==> config.mk <==
export PLATFORM = sky130hd
export DESIGN_NAME = f_truth_table_sequencer
export DESIGN_NICKNAME = d
export VERILOG_FILES = /design/src/rtl/f_truth_table_sequencer.sv
export SDC_FILE = /design/constraint.sdc
export NUM_CORES = 1
export LEC_CHECK = 0
export BUFFER_PORTS_ARGS = -buffer_cell sky130_fd_sc_hd__buf_2
export CORE_ASPECT_RATIO = 0.6
export CORE_MARGIN = 2
export CORE_UTILIZATION = 55
export DETAILED_ROUTE_END_ITERATION = 10
export PLACE_DENSITY = 0.79
export SYNTH_ARGS = -nofsm -noshare
export SYNTH_HDL_FRONTEND = slang
export SYNTH_SLANG_ARGS = --single-unit
==> constraint.sdc <==
create_clock -name clk -period 3.26 [get_ports clk]
set_clock_uncertainty 0.15 [all_clocks]
set_input_delay 0.326 -clock clk [delete_from_list [all_inputs] [get_ports clk]]
set_output_delay 0.326 -clock clk [all_outputs]
set_load 0.05 [all_outputs]
==> src/rtl/f_truth_table_sequencer.sv <==
// f_truth_table_sequencer
// Walks the 4-bit input vector {a,b,c,d} through all 16 values, holds each
// one for SETTLE_CYCLES cycles, then samples the function block output f_in
// into table_out. Every sample is compared against a latched golden table.
// The result is reported as match, mismatch_count and first_fail.
module f_truth_table_sequencer #(
  parameter int SETTLE_CYCLES = 1
) (
  input  logic        clk,
  input  logic        rst_n,
  input  logic        start,
  input  logic        abort,
  input  logic [15:0] expected,
  output logic        a,
  output logic        b,
  output logic        c,
  output logic        d,
  input  logic        f_in,
  output logic        busy,
  output logic        done,
  output logic [15:0] table_out,
  output logic        match,
  output logic [4:0]  mismatch_count,
  output logic [3:0]  first_fail
);

  typedef enum logic [1:0] {IDLE, SETTLE, SAMPLE, DONE} state_t;

  // cnt counts 0 .. SETTLE_CYCLES-1 while a vector is settling
  localparam logic [3:0] SETTLE_LAST = 4'(SETTLE_CYCLES - 1);

  state_t      state;
  state_t      next_state;
  logic [3:0]  idx;
  logic [3:0]  cnt;
  logic [15:0] exp_q;
  logic        miss;

  assign miss = (f_in != exp_q[idx]);

  // State register
  always_ff @(posedge clk or negedge rst_n) begin
    if (!rst_n) state <= IDLE;
    else        state <= next_state;
  end

  // Next-state selection; abort wins over everything while scanning
  always_comb begin
    next_state = state;
    case (state)
      IDLE:    if (start) next_state = SETTLE;
      SETTLE: begin
        if (abort)                   next_state = IDLE;
        else if (cnt == SETTLE_LAST) next_state = SAMPLE;
      end
      SAMPLE: begin
        if (abort)             next_state = IDLE;
        else if (idx == 4'hF)  next_state = DONE;
        else                   next_state = SETTLE;
      end
      DONE:    next_state = IDLE;
      default: next_state = IDLE;
    endcase
  end

  // Scan datapath: vector index, settle counter, captured table and statistics
  always_ff @(posedge clk or negedge rst_n) begin
    if (!rst_n) begin
      idx            <= '0;
      cnt            <= '0;
      exp_q          <= '0;
      table_out      <= '0;
      mismatch_count <= '0;
      first_fail     <= '0;
      match          <= 1'b0;
    end else begin
      case (state)
        IDLE: begin
          if (start) begin
            idx            <= '0;
            cnt            <= '0;
            exp_q          <= expected;
            table_out      <= '0;
            mismatch_count <= '0;
            first_fail     <= '0;
            match          <= 1'b0;
          end
        end
        SETTLE: begin
          if (abort) begin
            idx <= '0;
            cnt <= '0;
          end else begin
            cnt <= cnt + 4'd1;
          end
        end
        SAMPLE: begin
          if (abort) begin
            idx <= '0;
            cnt <= '0;
          end else begin
            table_out[idx] <= f_in;
            if (miss) begin
              mismatch_count <= mismatch_count + 5'd1;
              if (mismatch_count == 5'd0) first_fail <= idx;
            end
            if (idx == 4'hF) begin
              // Match is settled on entry to DONE so it is already valid while done pulses
              match <= (mismatch_count == 5'd0) && !miss;
            end else begin
              idx <= idx + 4'd1;
              cnt <= '0;
            end
          end
        end
        DONE: begin
          idx <= '0;
          cnt <= '0;
        end
        default: begin
          idx <= '0;
          cnt <= '0;
        end
      endcase
    end
  end

  // Outputs decoded from state; the vector follows idx, which is zero whenever idle
  always_comb begin
    busy         = 1'b0;
    done         = 1'b0;
    {a, b, c, d} = idx;
    case (state)
      SETTLE:  busy = 1'b1;
      SAMPLE:  busy = 1'b1;
      DONE:    done = 1'b1;
      default: busy = 1'b0;
    endcase
  end

endmodule

==> summary.txt <==
Outcome
  – Status: finished, final reports clean

Route
  – Post-DRT Antenna Nets: 0
  – Vias per inst: slightly below 6
  – TritonRoute pass-1 iters: 4
  – Total number of vias: 2239
  – Final Routed Wirelength: a little over 6 mm
  – Drt wl/cell: 15.9 um
  – Iter 0 DRT Violations: around 100
  – Residual DRC: 0

Placed design
  – GP Congestion: 0.857
  – Placed inst area: around 3000 um^2
  – I/O Buffers: 52
  – Detailed Place HPWL: 4.43 mm

Power and ir drop
  – Psw: 957 uW
  – Peak supply drop: around 0.37 mV
  – Clock power share: 0.197
  – Int Pwr: about 1400 uW
  – Combinational Power Share: 0.425
  – Leak pwr: ~0.0015 uW
  – Sequential Power Share: 0.378
  – Switching part of the total: 0.407
  – PwrDens: 740 nW/um^2

Worst setup path
  – Critical-path top delay cell: o31ai_1
  – CP startpoint: state[0]
  – Worst-path fanout max: 17
  – Worst EP arrival: around 2.8 ns
  – Worst Path Buf+Inv: 1
  – Setup crit start kind: flip-flop
  – Critical Path RT: around 3.3 ns
  – Crit. End Element: flip-flop
  – Slowest cell delay on critical path: between 0.7 and 0.8 ns
  – WP depth: 6
  – Worst setup path class: flip-flop to flip-flop
  – R2r worst-path depth: 6
  – Worst-path cell chain: inv_1 -> ha_1 -> nand2_1 -> o31ai_1 -> nor2_1 -> mux2_2
  – Worst r2r src: state[0]
  – CP top delay family: compound AO/OA/AOI/OAI gates

Timing
  – Max-slew headroom: 0.446
  – Final Hold Viols: 0
  – Clock period minus worst slack: between 2 and 3 ns
  – Worst slew pin tran: roughly 0.83 ns
  – Final Setup Violations: 0
  – Final period util: 0.839
  – Setup_tns: 0 ns
  – Unrepaired setup endpoints after global routing: no
  – Fmax: ~370 MHz
  – Max Slew Vio Count: 0

Clock network
  – Cts bufs inserted: 5
  – Clk sinks: 52
  – Clock tree root buffer cell: clkbuf_8
  – PostCTS Resize Cnt: 0
  – Worst-Skew Late Latency: 0.32 ns
  – Htree depth: 2
  – # Post-CTS Setup Buffers: 0
  – CTS tree: done
  – CTS Buffer Depth: 2
  – Clock slew at reported path FFs: ~0.10 ns

Die
  – Die Height: 59.0 um
  – Starting Density: 0.590
  – DIE WIDTH: about 96 um
  – Die ar.: between 5000 and 6000 um^2
  – Site Rows: 19
  – # IOs: 53
  – Core area: between 4000 and 5000 um^2

Logic synthesis
  – Syn Inst Count: 272
  – Synth Area per Inst: between 10 and 15 um^2
  – Mapped Area: 2780 um^2
  – Synth cell types: 46
  – Warnings, synthesis: 0
  – Syn nets: 305
  – Prevailing post-synth register cell: dfrtp_1
  – Asr flop ratio synth: 1.00
  – Synth Register Bits: 52
  – Number of synthesized flops with an enable pin: 0
  – Fraction of the yosys area taken by sequential cells: 0.469

Run
  – Total of max-cap violations: 0

Global routing
  – First-pass GRT wire length: 10.4 mm
  – Vias in the first global route: roughly 2100
  – Largest net degree at the start of global routing: 39
  – GR Overflow Total: 0
  – All-Layer GR Usage: 0.239
  – Initial antenna violation count: 0

Finish
  – Fin nets: between 300 and 400
  – ANT cells: 0
  – Cell area after layout: 3170 um^2
  – Most frequent cells in the layout: dfrtp_1 (52), buf_2 (52), nand3_1 (36)
  – Area delta synth->final: 14.3%
  – Layout cells sized above 1: 0.294

Hold path
  – Worst hold path depth: 2
  – Worst hold-check path type: input pin to flip-flop
  – Hold_sp: expected[0]
==> cells in the mapped netlist (all sizes together), types with 2 or more instances <==
master	count	area, um^2
a211oi	2	20.0
a21oi	6	33.8
a31o	2	17.5
buf	4	30.0
clkbuf	8	50.1
dfrtp	52	1300
ha	12	150
inv	13	48.8
mux2	20	225
mux2i	8	80.1
nand2	20	77.6
nand2b	8	50.1
nand3	36	180
nand4	5	31.3
nor2	15	56.3
nor2b	4	25.0
nor3	3	15.0
o21ai	26	130
o221ai	3	26.3
o31ai	3	22.5
or2	2	12.5
==> kinds of logic (layout without fill, tap and decap cells) <==
kind of cell             after synthesis  count (layout)  synth area share
AO/OA/AOI/OAI                         53              53             0.124
XOR/XNOR                               1               1           0.00586
adder cells (fa/ha/maj)               12              12            0.0541
buffers and inverters                 26              77            0.0505
flip-flops                            52              52             0.469
multiplexers                          29              29             0.118
AND/OR/NAND/NOR                       99              99             0.178
==> worst paths after layout <==
kind,end,slack [ns]
worst max-delay path,cnt[0],0.53
worst min-delay path,exp_q[0],0.08
worst max register to register,cnt[0],0.53
worst min register to register,table_out[0],0.36
max in group asynchronous,mismatch_count[3],1.75
min in group asynchronous,first_fail[3],0.49
==> registers in the layout, summed over array words and instances (netlist names) <==
signal          flops
state               2
cnt                 4
table_out          16
match               1
mismatch_count      5
idx                 4
exp_q              16
first_fail          4
==> stage by stage <==
stage | setup slack, ns | util | hold slack [ns] | total power (uW) | std cells
5_1_grt | 0.346 | 0.674 | 0.0787 | 2510 | 386
3_3_place_gp | 0.686 | 0.647 | 0.321 | 1860 | 377
2_1_floorplan | 0.587 | - | -0.120 | 1690 | 272
4_1_cts | 0.548 | 0.674 | 0.0841 | 2350 | 386
3_5_place_dp | 0.587 | 0.647 | 0.325 | 1890 | 377
6_report | 0.526 | 0.674 | 0.0835 | 2350 | 386
==> what timing repair did <==
| action | in CTS | in global routing |
|---|---|---|
| hold buffers | 1 | 0 |
| setup endpoints to repair | 0 | 0 |
| endpoints found under the hold margin | 37 | 0 |
==> layout make-up <==
| type | count | area, um^2 |
|---|---|---|
| timing repair buffer | 56 | 293 |
| multi-input combinational | 194 | 1340 |
| fill | 377 | 1530 |
| sequential | 52 | 1300 |
| inverter | 13 | 48.8 |
| clock inverter | 3 | 47.5 |
| clock buffer | 5 | 68.8 |
| tap | 63 | 78.8 |
==> power groups by stage <==
stage | clock network, uW | logic (uW) | registers (uW)
4_1_cts | 465 | 992 | 888
2_1_floorplan | 0 | 767 | 927
3_5_place_dp | 0 | 986 | 901
6_report | 462 | 999 | 888
5_1_grt | 502 | 1090 | 910
3_3_place_gp | 0 | 958 | 898
==> routing by layer <==
layer	global-route usage	share of wire
met2	0.355	0.44
met3	0.0509	0.063
met1	0.358	0.49
met4	0.0673	0.0099
met5	0	0
Power figures use the tool's default switching activity.
